$ cat config.mk
export PLATFORM = sky130hd
export DESIGN_NAME = dff_bist
export DESIGN_NICKNAME = d
export VERILOG_FILES = /design/src/rtl/dff_bist.sv
export SDC_FILE = /design/constraint.sdc
export NUM_CORES = 1
export LEC_CHECK = 0
export CAP_MARGIN = 20
export CORE_MARGIN = 2
export CORE_UTILIZATION = 33
export DETAILED_ROUTE_END_ITERATION = 6
export HOLD_SLACK_MARGIN = 0.02
export PLACE_DENSITY_LB_ADDON = 0.25
export SLEW_MARGIN = 5
export SYNTH_ARGS = -nofsm -noshare
export SYNTH_HDL_FRONTEND = slang
export SYNTH_SLANG_ARGS = --single-unit
$ cat constraint.sdc
create_clock -name clk -period 3.4 [get_ports clk]
set_input_delay 0.68 -clock clk [delete_from_list [all_inputs] [get_ports clk]]
set_output_delay 0.68 -clock clk [all_outputs]
set_load 0.01 [all_outputs]
$ cat src/rtl/dff_bist.sv
// dff_bist: LFSR-driven self-test controller for a dff cell or a chain of dff stages
module dff_bist #(
    parameter int          NUM_VECTORS = 256,
    parameter int          DUT_LATENCY = 1,
    parameter logic [15:0] SEED        = 16'hACE1,
    parameter int          ERR_CNT_W   = 16
) (
    input  logic                          clk,
    input  logic                          rst,
    input  logic                          start,
    output logic                          dut_rstn,
    output logic                          dut_d,
    input  logic                          dut_q,
    input  logic                          dut_qb,
    output logic                          busy,
    output logic                          done,
    output logic                          pass,
    output logic                          rst_err,
    output logic [ERR_CNT_W-1:0]          err_count,
    output logic [$clog2(NUM_VECTORS):0]  first_err_idx
);
    localparam int IW = $clog2(NUM_VECTORS) + 1;
    localparam int D  = DUT_LATENCY + 1;
    localparam int CW = $clog2(NUM_VECTORS + D + 2) + 1;
    localparam logic [15:0] SEED_I = (SEED == 16'h0000) ? 16'h0001 : SEED;

    typedef enum logic [2:0] {IDLE, DUT_RST, RUN, DRAIN, DONE} state_t;

    state_t                 state_q, state_d;
    logic [CW-1:0]          cnt_q, cnt_d;
    logic [15:0]            lfsr_q, lfsr_d;
    logic                   rst_err_q, rst_err_d;
    logic [ERR_CNT_W-1:0]   err_q, err_d;
    logic [IW-1:0]          fei_q, fei_d;
    logic [D-1:0]           pv_q, pv_d;
    logic [D-1:0]           pe_q, pe_d;
    logic [IW-1:0]          pi_q [D];
    logic [IW-1:0]          pi_d [D];
    logic                   dut_rstn_q, dut_rstn_d;
    logic                   dut_d_q, dut_d_d;
    logic                   busy_q, busy_d;
    logic                   done_q, done_d;
    logic                   pass_q, pass_d;
    logic                   chk, bad;

    // Next-state, stimulus, compare pipeline and result bookkeeping
    always_comb begin
        state_d   = state_q;
        cnt_d     = cnt_q;
        lfsr_d    = lfsr_q;
        rst_err_d = rst_err_q;
        err_d     = err_q;
        fei_d     = fei_q;
        pv_d      = {pv_q[D-2:0], state_q == RUN};
        pe_d      = {pe_q[D-2:0], lfsr_q[15]};
        pi_d[0]   = cnt_q[IW-1:0];
        for (int i = 1; i < D; i++) pi_d[i] = pi_q[i-1];
        chk = pv_q[D-1] && (state_q == RUN || state_q == DRAIN);
        bad = (dut_q != pe_q[D-1]) || (dut_qb == dut_q);
        case (state_q)
            IDLE, DONE: begin
                if (start) begin
                    state_d   = DUT_RST;
                    cnt_d     = '0;
                    lfsr_d    = SEED_I;
                    rst_err_d = 1'b0;
                    err_d     = '0;
                    fei_d     = '1;
                end
            end
            DUT_RST: begin
                cnt_d = cnt_q + CW'(1);
                if (cnt_q == CW'(1)) begin
                    state_d   = RUN;
                    cnt_d     = '0;
                    rst_err_d = rst_err_q | dut_q | ~dut_qb;
                end
            end
            RUN: begin
                lfsr_d = {lfsr_q[14:0], lfsr_q[15] ^ lfsr_q[13] ^ lfsr_q[12] ^ lfsr_q[10]};
                cnt_d  = cnt_q + CW'(1);
                if (cnt_q == CW'(NUM_VECTORS - 1)) begin
                    state_d = DRAIN;
                    cnt_d   = '0;
                end
            end
            DRAIN: begin
                cnt_d = cnt_q + CW'(1);
                if (cnt_q == CW'(D - 1)) begin
                    state_d = DONE;
                    cnt_d   = '0;
                end
            end
            default: state_d = IDLE;
        endcase
        if (chk && bad) begin
            err_d = (&err_q) ? err_q : err_q + ERR_CNT_W'(1);
            if (&fei_q) fei_d = pi_q[D-1];
        end
        dut_d_d    = (state_q == RUN) && lfsr_q[15];
        dut_rstn_d = state_d != DUT_RST;
        busy_d     = state_d == DUT_RST || state_d == RUN || state_d == DRAIN;
        done_d     = state_d == DONE;
        pass_d     = done_d && err_d == '0 && !rst_err_d;
    end

    // State and registered outputs; rst aborts any test in progress
    always_ff @(posedge clk) begin
        if (rst) begin
            state_q    <= IDLE;
            cnt_q      <= '0;
            lfsr_q     <= SEED_I;
            rst_err_q  <= 1'b0;
            err_q      <= '0;
            fei_q      <= '1;
            pv_q       <= '0;
            pe_q       <= '0;
            pi_q       <= '{default: '0};
            dut_rstn_q <= 1'b1;
            dut_d_q    <= 1'b0;
            busy_q     <= 1'b0;
            done_q     <= 1'b0;
            pass_q     <= 1'b0;
        end else begin
            state_q    <= state_d;
            cnt_q      <= cnt_d;
            lfsr_q     <= lfsr_d;
            rst_err_q  <= rst_err_d;
            err_q      <= err_d;
            fei_q      <= fei_d;
            pv_q       <= pv_d;
            pe_q       <= pe_d;
            pi_q       <= pi_d;
            dut_rstn_q <= dut_rstn_d;
            dut_d_q    <= dut_d_d;
            busy_q     <= busy_d;
            done_q     <= done_d;
            pass_q     <= pass_d;
        end
    end

    assign dut_rstn      = dut_rstn_q;
    assign dut_d         = dut_d_q;
    assign busy          = busy_q;
    assign done          = done_q;
    assign pass          = pass_q;
    assign rst_err       = rst_err_q;
    assign err_count     = err_q;
    assign first_err_idx = fei_q;
endmodule
Word-level counts from Yosys, hierarchy flattened
Index checks and enable logic that the tools add are counted.

cells by class
  shifts and indexed selects = 0
  divide/modulo/power cells = 0
  bitwise operators = 6
  equal/unequal tests = 14
  $mul = 0
  muxes and demuxes = 22
  $lt $le $gt $ge = 0
  reductions and logical operators = 20
  add/sub/neg operators = 2

operators with widths
  cell                                                    number
  two-way mux 16 bit                                      5
  two-way mux 9 bit                                       4
  case mux 16 bit (2 select lines)                        1
  two-way mux 10 bit                                      3
  case mux 10 bit (3 select lines)                        1
  adder 16 x 1 -> 16 bit (second input constant)          1
  zero test 16 bit                                        1
  AND reduction 16 bit                                    1
  == test 3 x 2 -> 1 bit (second input constant)          4
  two-way mux 3 bit                                       4
  case mux 3 bit (4 select lines)                         1
  adder 10 x 1 -> 10 bit (second input constant)          1
  == test 10 x 1 -> 1 bit (second input constant)         1
  == test 10 x 8 -> 1 bit (second input constant)         1
  AND reduction 9 bit                                     1
  == test 3 x 1 -> 1 bit (second input constant)          2
  == test 3 bit (second input constant)                   2
  logical AND 1 bit                                       5
  logical OR 1 bit                                        4
  AND reduction 2 bit                                     2
  OR reduction 2 bit                                      2
  zero test 3 bit                                         1
  inequality test 3 x 1 -> 1 bit (second input constant)  1
  nonzero test 3 bit                                      1
  other kinds (10)                                        14

word-level totals
  memory bits (read-only) = 0
  latch bits = 0
  RAM bits = 0
  word-level logic and storage cells = 79
  output and inout bits = 31
  bits of input ports = 5
  register bits after elaboration = 82
  memories kept = 0

Longest topological paths before layout
  depth in word-level cells = 8
  gate-level depth with buffers = 9
  mapped depth without buffers = 9

Worst setup path after synthesis
Ideal clock, no wire load.

  path type = register -> register
  start point = reg err_q[1], in the netlist err_count[1]
  end point = reg pass_q, in the netlist pass
  setup time = 0.087 ns
  setup slack = 1.155 ns
  period minus slack after synthesis = 2.245 ns
  data required time = 3.313 ns
  cell stages (with the launch flop) = 9
  buffers on the path = 0
  arrival = 2.158 ns
  cell sequence = dfxtp_1 > ha_1 > nand3_2 > or2_4 > or4_4 > nand2_4 > o21a_1 > o2111ai_1 > nor4b_2

on the way
  longest elaborated chain between the ends = 6
  elaborated cells on any way between the ends = 9
  those cells by class = add/sub: 1; mux: 4; reduce/logical: 4

ends and longest elaborated chain
  item                                            RTL line  source
  from (decl)                                     33        logic [ERR_CNT_W-1:0] err_q, err_d;
  from (signal assigned)                          129       err_q <= err_d;
  adder 16 x 1 -> 16 bit (tied with other cells)  97        err_d = (&err_q) ? err_q : err_q + ERR_CNT_W'(1);
  two-way mux 16 bit (on tied branches)           97, 60
  two-way mux 16 bit *                            96        if (chk && bad) begin
  zero test 16 bit *                              104       pass_d = done_d && err_d == '0 && !rst_err_d;
  logical AND 1 bit * (2 in series)               104
  to (signal assigned)                            138       pass_q <= pass_d;
  to (decl)                                       43        logic pass_q, pass_d;

Every way passes the cells marked *; elsewhere a longest branch is shown, timed or not.
A chain may end at the register's enable or synchronous reset.

Final worst setup path
  start point = in dut_q
  end point = reg pass_q, in the netlist pass

on the way
  longest elaborated chain between the ends = 7
  elaborated cells on any way between the ends = 13
  those cells by class = eq/ne: 2; mux: 3; bitwise: 2; reduce/logical: 6

ends and longest elaborated chain
  item                                                    RTL line  source
  from (decl)                                             13        input logic dut_q,
  inequality test 1 bit or == test 1 bit (tied branches)  59        bad = (dut_q != pe_q[D-1]) || (dut_qb == dut_q);
  logical OR 1 bit                                        59
  logical AND 1 bit                                       96
  two-way mux 16 bit                                      96
  zero test 16 bit                                        104
  logical AND 1 bit                                       104
  logical AND 1 bit *                                     104

Marked as above.

==> metrics.txt <==
run status completed; highest clock rate 393.3 MHz; slowest cell delay on critical path 470 ps; I/O Pins 36; clock-pin slew on the worst setup and hold paths 80 ps; Root Driver clkbuf_8; Yosys warning total 0; routed via count 2,592; Final Hold Fails 0; synth top area cells dfxtp_1 48%, nor2_1 3.9%, nor2b_1 3.7%; DR vias/cell 4.900; Clock Skew 6.355 ps; synthesis-to-layout area growth 18.41%; post-synthesis adder-cell area fraction 1.107%; synthesis-stage register bit count 82; proportion of synthesized area in mux cells 0.4428%; number of H-tree levels 3; HPWL Detailed 5153 um; P per Cell Area 454.5 nW/um^2; number of antenna violations at the first check in global routing 0; area share of xor/xnor cells in the synthesized design 3.358%; commonest non-fill, non-tap cell in the layout dfxtp_1; PostCTS Resize Cnt 0; Seq/Total Area, Yosys 48.41%; FILL cells 1,025; Core Region 10,140 um^2; delay-heaviest family, CP simple AND/OR/NAND/NOR gates; layout cells sized above 1 10.18%; DR WL/cell 13.83 um; cts bufs inserted 9; Rel. slew slack 55.86%; Critical path destination pass; vias in the first global route 2,486; Netlist cell types 71; Final period util 74.78%; crit path max fanout 8; kind of start point of the critical path input pin; global route overflow 0; Avg Inst Size Synth 9.445 um^2; width of the die 105.4 um; sequential cell area 1642 um^2; CTS tree built; Routed Antenna Nets 0; Final Wtd Congestion 0.8568; Die Span Y 105.4 um; DRT Pass-1 Iters 5; max cap viols 0; Peak VDD IR 0.2095 mV; clk sinks 82; first-pass GRT wire length 12,320 um; Die Area 11,100 um^2; Synthesized Nets 367; Layout Nets 396; worst path cell trace clkdlybuf4s50_1, nand2b_1, o221ai_2, or3_1, a222oi_1, a21boi_2, a41oi_1, nor4b_2; Initial Utilization 33.44%; WL final 7317 um; Fin Setup TNS 0 ps; cell count after synthesis 359; reg2reg start err_count[1]; CTS Hold Bufs 0; Design Power 1825 uW; largest family of logic cells by synthesized area simple AND/OR/NAND/NOR gates; Antenna Diode Count 0; Arr. time, crit path 2790 ps; hold path startpoint pi_d[5]; RSZ-0062 raised after global routing no; cell area after synthesis 3391 um^2; Setup crit end kind register; compound-gate portion of the synthesized area 16.46%; Leak 0.001357 uW; Port Buf Inserts 35; top_reg_cell synth dfxtp_1; Worst Tran Pin Value 657.7 ps; FF-to-FF End pass; leading area contributor after synthesis dfxtp_1; clk_lat worst skew 340 ps; final setup violating endpoints 0; clock buffer depth 2; cell row count 37; DRC violations left 0; class of the worst hold path register to register; register-to-register path setup slack 990 ps; WP depth 8; worst path bufs/invs 1; Tmin final 2543 ps; max-slew violation count 0; initial drt markers 90; WP data required 3650 ps; Setup Buffers After CTS 0; largest net degree at the start of global routing 39; R2R depth 8; CP Class input pin to register; total track usage 13.71%; Multi-input gate area 1623 um^2; commonest non-fill, non-tap cells in the layout 82 x dfxtp_1, 35 x nor2_1, 34 x clkdlybuf4s50_1; Slowest cell on crit path clkdlybuf4s50_1; Setup crit start dut_q; Post-Synth Simple-Gate Area 26.49%; post-synthesis async set-or-reset flop share 0%; EDFF count, synth 0; top cell type's share of synthesized area 48.41%
-- worst reg2reg max path, stage by stage, from the launching register on --
cell and delay, ps:
dfxtp_1 420, ha_1 260, nand3_2 100, or2_4 300, or3_1 400, a222oi_1 280, a21boi_2 200, a41oi_1 130
nor4b_2 230
-- area by class of cell --
cell class / count / share of cell area, %
flip-flops and latches: 82 / 40.88
multi-input cells: 252 / 40.42
repair buffers: 38 / 9.162
well taps: 136 / 4.238
clock buffers: 10 / 3.179
clock inverters: 6 / 1.652
inverters: 5 / 0.4674
-- through the flow --
| step | instances | area [um^2] | util [%] | setup slack [ps] | hold slack, ps |
|---|---|---|---|---|---|
| 6_report | 529 | 4015 | 39.60 | 857.4 | 442.6 |
| 5_1_grt | 529 | 4015 | 39.60 | 703.5 | 463.1 |
| 4_1_cts | 529 | 4015 | 39.60 | 879.7 | 446.6 |
| 3_5_place_dp | 513 | 3821 | 37.69 | 543.3 | 421.8 |
| 3_3_place_gp | 513 | 3821 | 37.69 | 571.9 | 418.3 |
| 2_1_floorplan | 359 | 3391 | - | 1155 | 413.8 |
-- where the power goes --
part	switching, uW	internal (uW)
sequential	16.1	979
clock	352	341
combinational	82.6	54.1
total	450	1370
-- worst min-delay path by stage --
| stage | to | depth (start not counted) |
|---|---|---|
| floorplan | pe_q[1] | 1 |
| global placement | pi_q[3] | 1 |
| detailed placement | pi_q[6] | 1 |
| CTS | pi_q[5] | 1 |
| global route | pi_q[1] | 1 |
| finish | pi_q[5] | 1 |
-- synthesized netlist by cell type (2+ instances only) --
master     n
nor2_1    35
nand2_1   19
and3_1     2
buf_1      2
a31oi_1    3
buf_6      2
nor4_1     2
xnor2_1    5
o21ai_0    7
and4bb_2   2
and4_1     2
inv_1      5
nor2b_1   20
nor3_1     5
a21oi_1   16
and2b_2    2
o22a_1     5
nand2b_1  19
or3_1      3
o211ai_1   4
nand3_1   16
dfxtp_1   82
xor2_1     8
o22ai_1   12
o21a_1     5
buf_2      2
a22o_1     5
a22oi_1    4
nand4_1    7
ha_1       3
and2_1     5
clkbuf_1  11
-- kinds of logic (layout without fill, tap and decap cells) --
logic type,after synthesis,after routing
buf+inv,25,59
fa+ha+maj,3,3
mux,1,1
flops,82,82
simple gates,156,156
xor+xnor,13,13
compound gates,79,79
-- routing by layer --
layer	vias to the layer above	global-route usage, %	part of all wire [%]	wire (um)
met4	0	5.905	1.1	78
met2	55	21.38	46	3336
met5	-	0	0	0
met1	1190	18.03	49	3585
li1	1340	-	-	-
met3	7	3.278	4.3	316
-- state kept, by name, indices dropped and copies added (netlist names) --
register / count
busy: 1
cnt_q: 10
done: 1
dut_d: 1
dut_rstn: 1
err_count: 16
first_err_idx: 9
lfsr_q: 16
pass: 1
pe_q: 2
pi_d: 9
pi_q: 9
pv_q: 2
rst_err: 1
state_q: 3
Power figures use the tool's default switching activity.
